**src/rtl/bcd_alu_if.sv**
```systemverilog
// Operand/result bundle between the calculator control and the sequential BCD ALU.
// The master drives the request side; the slave returns status and the packed BCD result.
interface bcd_alu_if #(
    parameter int DIGITS = 4
);
    logic                  en;
    logic                  start;
    logic [2:0]            op;
    logic [4*DIGITS-1:0]   a_bcd;
    logic [4*DIGITS-1:0]   b_bcd;
    logic                  busy;
    logic                  done;
    logic [4*DIGITS-1:0]   result;
    logic                  ovf;
    logic                  neg;
    logic                  err;

    modport master (
        output en, start, op, a_bcd, b_bcd,
        input  busy, done, result, ovf, neg, err
    );

    modport slave (
        input  en, start, op, a_bcd, b_bcd,
        output busy, done, result, ovf, neg, err
    );
endinterface

```
**src/rtl/bcd_alu_seq.sv**
```systemverilog
// Sequential BCD ALU: digit-serial ADD/SUB, and logic ops via BCD->binary,
// binary op, then double-dabble back to BCD. Start/busy/done handshake.
module bcd_alu_seq #(
    parameter int DIGITS = 4,
    parameter int BIN_W  = 14
) (
    input  logic       clk,
    input  logic       rst_n,
    bcd_alu_if.slave   bus
);
    localparam int DW    = 4 * DIGITS;
    localparam int CNT_W = $clog2(BIN_W + 1);

    localparam logic [2:0] S_IDLE   = 3'd0;
    localparam logic [2:0] S_ADDSUB = 3'd1;
    localparam logic [2:0] S_COMP   = 3'd2;
    localparam logic [2:0] S_TOBIN  = 3'd3;
    localparam logic [2:0] S_LOGIC  = 3'd4;
    localparam logic [2:0] S_TOBCD  = 3'd5;
    localparam logic [2:0] S_DONE   = 3'd6;

    localparam logic [2:0] OP_ADD = 3'd0;
    localparam logic [2:0] OP_SUB = 3'd1;
    localparam logic [2:0] OP_XOR = 3'd2;
    localparam logic [2:0] OP_AND = 3'd3;
    localparam logic [2:0] OP_OR  = 3'd4;

    localparam logic [CNT_W-1:0] DIG_LAST = CNT_W'(DIGITS - 1);
    localparam logic [CNT_W-1:0] BIN_LAST = CNT_W'(BIN_W - 1);

    // Returns {carry_out, sum_digit} for one BCD digit position.
    function automatic logic [4:0] bcd_add_digit(input logic [3:0] x, input logic [3:0] y,
                                                 input logic cin);
        logic [4:0] s;
        s = {1'b0, x} + {1'b0, y} + {4'b0000, cin};
        if (s > 5'd9) begin
            bcd_add_digit = {1'b1, 4'(s - 5'd10)};
        end else begin
            bcd_add_digit = {1'b0, s[3:0]};
        end
    endfunction

    // Returns {borrow_out, diff_digit} for one BCD digit position.
    function automatic logic [4:0] bcd_sub_digit(input logic [3:0] x, input logic [3:0] y,
                                                 input logic bin);
        logic [4:0] sub;
        sub = {1'b0, y} + {4'b0000, bin};
        if ({1'b0, x} < sub) begin
            bcd_sub_digit = {1'b1, 4'({1'b0, x} + 5'd10 - sub)};
        end else begin
            bcd_sub_digit = {1'b0, 4'({1'b0, x} - sub)};
        end
    endfunction

    // True when every nibble of the packed operand is a legal decimal digit.
    function automatic logic bcd_valid(input logic [DW-1:0] v);
        bcd_valid = 1'b1;
        for (int i = 0; i < DIGITS; i++) begin
            if (v[4*i +: 4] > 4'd9) begin
                bcd_valid = 1'b0;
            end else begin
                bcd_valid = bcd_valid;
            end
        end
    endfunction

    logic [2:0]        state_q,  state_d;
    logic [CNT_W-1:0]  cnt_q,    cnt_d;
    logic [2:0]        op_q,     op_d;
    logic [DW-1:0]     a_q,      a_d;
    logic [DW-1:0]     b_q,      b_d;
    logic [BIN_W-1:0]  acc_a_q,  acc_a_d;
    logic [BIN_W-1:0]  acc_b_q,  acc_b_d;
    logic [DW+3:0]     bcd_q,    bcd_d;
    logic              carry_q,  carry_d;
    logic [DW-1:0]     res_q,    res_d;
    logic              wovf_q,   wovf_d;
    logic              wneg_q,   wneg_d;
    logic              werr_q,   werr_d;
    logic              busy_q,   busy_d;
    logic              done_q,   done_d;
    logic [DW-1:0]     result_q, result_d;
    logic              ovf_q,    ovf_d;
    logic              neg_q,    neg_d;
    logic              err_q,    err_d;

    logic [4:0]        dig_s;
    logic [DW+3:0]     adj_s;

    // Next-state and datapath logic for every FSM state, with en acting as an abort.
    always_comb begin
        state_d  = state_q;
        cnt_d    = cnt_q;
        op_d     = op_q;
        a_d      = a_q;
        b_d      = b_q;
        acc_a_d  = acc_a_q;
        acc_b_d  = acc_b_q;
        bcd_d    = bcd_q;
        carry_d  = carry_q;
        res_d    = res_q;
        wovf_d   = wovf_q;
        wneg_d   = wneg_q;
        werr_d   = werr_q;
        done_d   = 1'b0;
        result_d = result_q;
        ovf_d    = ovf_q;
        neg_d    = neg_q;
        err_d    = err_q;
        busy_d   = 1'b0;
        dig_s    = 5'd0;
        adj_s    = bcd_q;

        case (state_q)
            S_IDLE: begin
                if (bus.start) begin
                    op_d    = bus.op;
                    a_d     = bus.a_bcd;
                    b_d     = bus.b_bcd;
                    cnt_d   = '0;
                    carry_d = 1'b0;
                    acc_a_d = '0;
                    acc_b_d = '0;
                    bcd_d   = '0;
                    wovf_d  = 1'b0;
                    wneg_d  = 1'b0;
                    werr_d  = 1'b0;
                    ovf_d   = 1'b0;
                    neg_d   = 1'b0;
                    err_d   = 1'b0;
                    if ((bus.op > OP_OR) || !bcd_valid(bus.a_bcd) || !bcd_valid(bus.b_bcd)) begin
                        werr_d  = 1'b1;
                        res_d   = '0;
                        state_d = S_DONE;
                    end else if (bus.op <= OP_SUB) begin
                        state_d = S_ADDSUB;
                    end else begin
                        state_d = S_TOBIN;
                    end
                end else begin
                    state_d = S_IDLE;
                end
            end
            S_ADDSUB: begin
                if (op_q == OP_ADD) begin
                    dig_s = bcd_add_digit(a_q[3:0], b_q[3:0], carry_q);
                end else begin
                    dig_s = bcd_sub_digit(a_q[3:0], b_q[3:0], carry_q);
                end
                res_d              = res_q >> 4;
                res_d[DW-1 -: 4]   = dig_s[3:0];
                a_d                = a_q >> 4;
                b_d                = b_q >> 4;
                carry_d            = dig_s[4];
                if (cnt_q == DIG_LAST) begin
                    cnt_d = '0;
                    if (op_q == OP_ADD) begin
                        wovf_d  = dig_s[4];
                        state_d = S_DONE;
                    end else if (dig_s[4]) begin
                        carry_d = 1'b0;
                        state_d = S_COMP;
                    end else begin
                        state_d = S_DONE;
                    end
                end else begin
                    cnt_d = cnt_q + 1'b1;
                end
            end
            S_COMP: begin
                // Ten's complement of the wrapped difference gives |A-B|.
                dig_s            = bcd_sub_digit(4'd0, res_q[3:0], carry_q);
                res_d            = res_q >> 4;
                res_d[DW-1 -: 4] = dig_s[3:0];
                carry_d          = dig_s[4];
                if (cnt_q == DIG_LAST) begin
                    cnt_d   = '0;
                    wneg_d  = 1'b1;
                    state_d = S_DONE;
                end else begin
                    cnt_d = cnt_q + 1'b1;
                end
            end
            S_TOBIN: begin
                acc_a_d = (acc_a_q << 3) + (acc_a_q << 1) + BIN_W'(a_q[DW-1 -: 4]);
                acc_b_d = (acc_b_q << 3) + (acc_b_q << 1) + BIN_W'(b_q[DW-1 -: 4]);
                a_d     = a_q << 4;
                b_d     = b_q << 4;
                if (cnt_q == DIG_LAST) begin
                    cnt_d   = '0;
                    state_d = S_LOGIC;
                end else begin
                    cnt_d = cnt_q + 1'b1;
                end
            end
            S_LOGIC: begin
                case (op_q)
                    OP_XOR:  acc_a_d = acc_a_q ^ acc_b_q;
                    OP_AND:  acc_a_d = acc_a_q & acc_b_q;
                    OP_OR:   acc_a_d = acc_a_q | acc_b_q;
                    default: acc_a_d = acc_a_q;
                endcase
                bcd_d   = '0;
                cnt_d   = '0;
                state_d = S_TOBCD;
            end
            S_TOBCD: begin
                for (int i = 0; i <= DIGITS; i++) begin
                    if (bcd_q[4*i +: 4] >= 4'd5) begin
                        adj_s[4*i +: 4] = bcd_q[4*i +: 4] + 4'd3;
                    end else begin
                        adj_s[4*i +: 4] = bcd_q[4*i +: 4];
                    end
                end
                bcd_d   = {adj_s[DW+2:0], acc_a_q[BIN_W-1]};
                acc_a_d = acc_a_q << 1;
                if (cnt_q == BIN_LAST) begin
                    cnt_d   = '0;
                    res_d   = bcd_d[DW-1:0];
                    wovf_d  = (bcd_d[DW+3:DW] != 4'd0);
                    state_d = S_DONE;
                end else begin
                    cnt_d = cnt_q + 1'b1;
                end
            end
            S_DONE: begin
                done_d   = 1'b1;
                result_d = res_q;
                ovf_d    = wovf_q;
                neg_d    = wneg_q;
                err_d    = werr_q;
                state_d  = S_IDLE;
            end
            default: begin
                state_d = S_IDLE;
            end
        endcase

        if (!bus.en) begin
            state_d  = S_IDLE;
            cnt_d    = '0;
            done_d   = 1'b0;
            result_d = '0;
            ovf_d    = 1'b0;
            neg_d    = 1'b0;
            err_d    = 1'b0;
            busy_d   = 1'b0;
        end else begin
            busy_d = (state_d != S_IDLE) && (state_d != S_DONE);
        end
    end

    // State, datapath and output registers.
    always_ff @(posedge clk or negedge rst_n) begin
        if (!rst_n) begin
            state_q  <= S_IDLE;
            cnt_q    <= '0;
            op_q     <= 3'd0;
            a_q      <= '0;
            b_q      <= '0;
            acc_a_q  <= '0;
            acc_b_q  <= '0;
            bcd_q    <= '0;
            carry_q  <= 1'b0;
            res_q    <= '0;
            wovf_q   <= 1'b0;
            wneg_q   <= 1'b0;
            werr_q   <= 1'b0;
            busy_q   <= 1'b0;
            done_q   <= 1'b0;
            result_q <= '0;
            ovf_q    <= 1'b0;
            neg_q    <= 1'b0;
            err_q    <= 1'b0;
        end else begin
            state_q  <= state_d;
            cnt_q    <= cnt_d;
            op_q     <= op_d;
            a_q      <= a_d;
            b_q      <= b_d;
            acc_a_q  <= acc_a_d;
            acc_b_q  <= acc_b_d;
            bcd_q    <= bcd_d;
            carry_q  <= carry_d;
            res_q    <= res_d;
            wovf_q   <= wovf_d;
            wneg_q   <= wneg_d;
            werr_q   <= werr_d;
            busy_q   <= busy_d;
            done_q   <= done_d;
            result_q <= result_d;
            ovf_q    <= ovf_d;
            neg_q    <= neg_d;
            err_q    <= err_d;
        end
    end

    assign bus.busy   = busy_q;
    assign bus.done   = done_q;
    assign bus.result = result_q;
    assign bus.ovf    = ovf_q;
    assign bus.neg    = neg_q;
    assign bus.err    = err_q;
endmodule
```
**src/flat_wrapper.sv**
```systemverilog
// flat-port wrapper written by rule: the top's interface ports become plain ports
module bcd_alu_seq_flat 
#(
    parameter int DIGITS = 4,
    parameter int BIN_W  = 14
)
  (clk, rst_n, bus_en, bus_start, bus_op, bus_a_bcd, bus_b_bcd, bus_busy, bus_done, bus_result, bus_ovf, bus_neg, bus_err);
  bcd_alu_if #(.DIGITS(DIGITS)) bus_i ();
  input  logic clk;
  input  logic rst_n;
  input wire logic [$bits(bus_i.en)-1:0] bus_en;
  input wire logic [$bits(bus_i.start)-1:0] bus_start;
  input wire logic [$bits(bus_i.op)-1:0] bus_op;
  input wire logic [$bits(bus_i.a_bcd)-1:0] bus_a_bcd;
  input wire logic [$bits(bus_i.b_bcd)-1:0] bus_b_bcd;
  output wire logic [$bits(bus_i.busy)-1:0] bus_busy;
  output wire logic [$bits(bus_i.done)-1:0] bus_done;
  output wire logic [$bits(bus_i.result)-1:0] bus_result;
  output wire logic [$bits(bus_i.ovf)-1:0] bus_ovf;
  output wire logic [$bits(bus_i.neg)-1:0] bus_neg;
  output wire logic [$bits(bus_i.err)-1:0] bus_err;
  assign bus_i.en = bus_en;
  assign bus_i.start = bus_start;
  assign bus_i.op = bus_op;
  assign bus_i.a_bcd = bus_a_bcd;
  assign bus_i.b_bcd = bus_b_bcd;
  assign bus_busy = bus_i.busy;
  assign bus_done = bus_i.done;
  assign bus_result = bus_i.result;
  assign bus_ovf = bus_i.ovf;
  assign bus_neg = bus_i.neg;
  assign bus_err = bus_i.err;
  bcd_alu_seq #(.DIGITS(DIGITS), .BIN_W(BIN_W)) u_core (.clk(clk), .rst_n(rst_n), .bus(bus_i));
endmodule
```
**config.mk**
```make
export PLATFORM = sky130hd
export DESIGN_NAME = bcd_alu_seq_flat
export DESIGN_NICKNAME = d
export VERILOG_FILES = /design/src/rtl/bcd_alu_if.sv /design/src/rtl/bcd_alu_seq.sv /design/src/flat_wrapper.sv
export SDC_FILE = /design/constraint.sdc
export NUM_CORES = 1
export LEC_CHECK = 0
export ABC_CLOCK_PERIOD_IN_PS = 7700
export BUFFER_PORTS_ARGS = -buffer_cell sky130_fd_sc_hd__buf_2
export CORE_UTILIZATION = 40
export CTS_CLUSTER_SIZE = 40
export DETAILED_ROUTE_END_ITERATION = 10
export GPL_ROUTABILITY_DRIVEN = 0
export SYNTH_ARGS = -nofsm -noshare
export SYNTH_HDL_FRONTEND = slang
export SYNTH_SLANG_ARGS = --single-unit
export TNS_END_PERCENT = 30
```
**constraint.sdc**
```tcl
create_clock -name clk -period 7.7 [get_ports clk]
set_clock_uncertainty 0.2 [all_clocks]
set_input_delay 0.385 -clock clk [delete_from_list [all_inputs] [get_ports clk]]
set_output_delay 0.385 -clock clk [all_outputs]
set_load 0.01 [all_outputs]
```
==> run metrics <==
status=finished clean; synthesis warning total=0; Die H=154 um; R2R depth=12; DRT iter0 DRCs=427; worst r2r dst=u_core.res_q[14]$_DFFE_PN0P_; Crit Reg-Reg Startpoint=u_core.carry_q$_DFFE_PN0P_; Critical Path Fanout Max=5; Worst Path Buf+Inv=1; starting density of the core=0.407; min-delay worst type=in2reg; TNS Setup=0 ns; Avg WL per Cell=16.9 um; vias in the first global route=7378; Pre-antenna DRT Iters=6; fin nets=1232; Vias=7786; type of the worst setup path=reg2reg; core box area=0.0226 sq mm; register share of total power=0.299; aggregate global routing overflow=0; clock slew seen by the registers of the worst setup and hold paths=0.07 ns; Crit path required time=7.85 ns; Worst-Margin Slew=~1.1 ns; Sw Pwr=1540 uW; synth cell count leaders=148 x nand2_1, 131 x dfrtp_1, 101 x ha_1, 91 x a21oi_1, 60 x inv_1; Rows=55; Worst Hold Depth=3; hpwl dp=16500 um; share of layout cells above drive strength 1=0.111; max-cap violation count=0; pre-CTS setup slack=4.31 ns; cell area after synthesis=0.00919 sq mm; critical path arrival=3.57 ns; layout filler cell count=2188; crit-path cells=fa_1, fa_1, xor2_1, inv_1, ha_1, nor2b_1, o21bai_1, o31ai_1, nand2b_1, a21oi_1, a211oi_1, o21ai_1; H-tree level count=4; sw frac=0.446; syn_nets=1193; Setup Viol. Count Final=0; CTS tree=done; Peak VDD IR=around 0.14 mV; most frequent CP cell=fa_1; FF/Latch Area=0.00328 sq mm; die width=154 um; post-synth top area share=0.357; CP Capture Type=register; first-pass GRT wire length=39100 um; CP max stage cell=fa_1; cell family with most CP delay=adder cells; part of the power in the clock network=0.237; Tcrit/Tclk final=0.444; worst hold slack=0.0166 ns; final worst slack=4.28 ns; largest net degree at the start of global routing=71; post_cts resized=0; largest cells by area after synthesis=dfrtp_1 36%, ha_1 14%, nand2_1 6.0%; Synth Area per Inst=8.80 sq um; Clock Sinks=131; DRC viols=0; minimum clock period=approximately 3.4 ns; RSZ-0062 raised after global routing=no; CP Launch Type=register; Root Driver=clkbuf_16; Pint=1920 uW; count leader, synth=nand2_1; Yosys reg bits=131; Max-Slew Margin vs Limit=0.251; worst hold endpoint=u_core.a_q[12]$_DFFE_PN0P_; dominant synthesized flop cell=dfrtp_1; max frequency=0.292 GHz; area of the multi-input gates=~0.0055 sq mm; Seq/Total Area, Yosys=0.357; final wirelength=about 23000 um; Cell Pwr Density=336 mW/mm^2; initial antenna violation count=0; CP max stage delay=0.49 ns; worst-case clock buffer depth=2; Hold Fails Final Rpt=0; # IOs=60; Slew Limit Fails=0; Antenna Diode Count=0; Via-to-Cell Ratio=5.64; synthesis-to-finish area growth=12.1%; Num CTS Buffers=17; clock latency on the worst-skew pair=0.43 ns; Mapped Cells=1044; R2R Setup Slk=~4.3 ns; Netlist cell types=70; Port Buffers=59; Total Die Area=0.0236 sq mm; Post-synth EDFFs=0; area leader, netlist=dfrtp_1; Logic pwr share=0.464; All-Layer GR Usage=0.208; async set-or-reset flop fraction in the synthesized netlist=1.00; hold_sp=bus_a_bcd[12]; DRT antenna net count=0; Leak=0.00478 uW
through the flow:
step                area, sq um  cells   util  total power [uW]
floorplan                  9190   1044      -              2240
global route              10300   1381  0.457              3760
detailed placement         9700   1347  0.430              2650
CTS                       10300   1381  0.457              3490
global placement           9700   1347  0.430              2620
finish                    10300   1381  0.457              3460
sequential cells by signal (all words and copies together), names as in the netlist:
signal,flops
u_core.res_q,16
u_core.bus.busy,1
u_core.bus.done,1
u_core.bcd_q,20
u_core.bus.neg,1
u_core.carry_q,1
u_core.acc_a_q,14
u_core.wovf_q,1
u_core.wneg_q,1
u_core.bus.result,16
u_core.state_q,3
u_core.op_q,3
u_core.bus.err,1
u_core.cnt_q,4
u_core.bus.ovf,1
u_core.werr_q,1
u_core.b_q,16
u_core.acc_b_q,14
u_core.a_q,16
cells in the final DEF, fill, tap and decap left out, types with 14 or more instances in the layout:
| master | synthesis | layout |
|---|---|---|
| inv_1 | 60 | 60 |
| xnor2_1 | 20 | 20 |
| xor2_1 | 17 | 17 |
| nor2b_1 | 14 | 14 |
| a21oi_1 | 91 | 91 |
| o21ai_0 | 54 | 53 |
| nand2_1 | 148 | 147 |
| clkbuf_16 | 0 | 17 |
| o21ai_1 | 27 | 27 |
| nor2_1 | 59 | 59 |
| ha_1 | 101 | 101 |
| a31oi_1 | 34 | 34 |
| a211oi_1 | 20 | 20 |
| nand3_1 | 25 | 25 |
| buf_2 | 14 | 58 |
| a22o_1 | 21 | 21 |
| dfrtp_1 | 131 | 131 |
| nand2b_1 | 16 | 16 |
cell type report:
| class | count | share of cell area |
|---|---|---|
| clock buffer | 17 | 0.0413 |
| sequential | 131 | 0.318 |
| inverter | 63 | 0.0229 |
| tap | 285 | 0.0346 |
| clock inverter | 15 | 0.0158 |
| timing repair buffer | 68 | 0.0363 |
| multi-input combinational | 802 | 0.531 |
kinds of logic after synthesis:
kind of cell | count (synthesis) | share of synthesized area
muxes | 5 | 0.00558
DFF | 131 | 0.357
xor gates and xnor gates | 38 | 0.0370
adders and majority gates | 110 | 0.157
and+or+nand+nor | 316 | 0.158
buffers and inverters | 111 | 0.0485
AOI/OAI and AO/OA | 333 | 0.237
tightest hold or removal path: cells and delay by family:
kind | cells | cell delay (ns)
buffers and inverters | 1 | 0.10
AO/OA/AOI/OAI | 1 | 0.07
AND/OR/NAND/NOR | 1 | 0.05
layer usage:
layer / share of wire / vias to the layer above / GRT usage
met5: 0 / - / 0
met4: 0.012 / 0 / 0.0495
met3: 0.039 / 22 / 0.0375
met2: 0.47 / 157 / 0.333
met1: 0.48 / 3774 / 0.290
li1: - / 3833 / -
timing repair:
item	in CTS	in global routing
setup buffers	0	0
hold buffers	2	0
hold endpoints to repair	62	0
worst max-delay path by stage:
stage / from / endpoint / slack (ns) / cells past startpoint
5_1_grt: u_core.carry_q$_DFFE_PN0P_ / u_core.res_q[14]$_DFFE_PN0P_ / 3.99 / 12
6_report: u_core.carry_q$_DFFE_PN0P_ / u_core.res_q[14]$_DFFE_PN0P_ / 4.28 / 12
2_1_floorplan: u_core.carry_q$_DFFE_PN0P_ / u_core.res_q[14]$_DFFE_PN0P_ / 4.69 / 12
3_3_place_gp: u_core.carry_q$_DFFE_PN0P_ / u_core.res_q[14]$_DFFE_PN0P_ / 4.40 / 12
4_1_cts: u_core.carry_q$_DFFE_PN0P_ / u_core.res_q[14]$_DFFE_PN0P_ / 4.29 / 12
3_5_place_dp: u_core.carry_q$_DFFE_PN0P_ / u_core.res_q[14]$_DFFE_PN0P_ / 4.31 / 12
power groups by stage:
stage	registers (uW)	clock network (uW)	logic (uW)
finish	1030	821	1600
global route	1060	870	1830
CTS	1030	841	1610
detailed placement	1050	0	1600
global placement	1040	0	1580
floorplan	959	0	1280
Power figures use the tool's default switching activity.
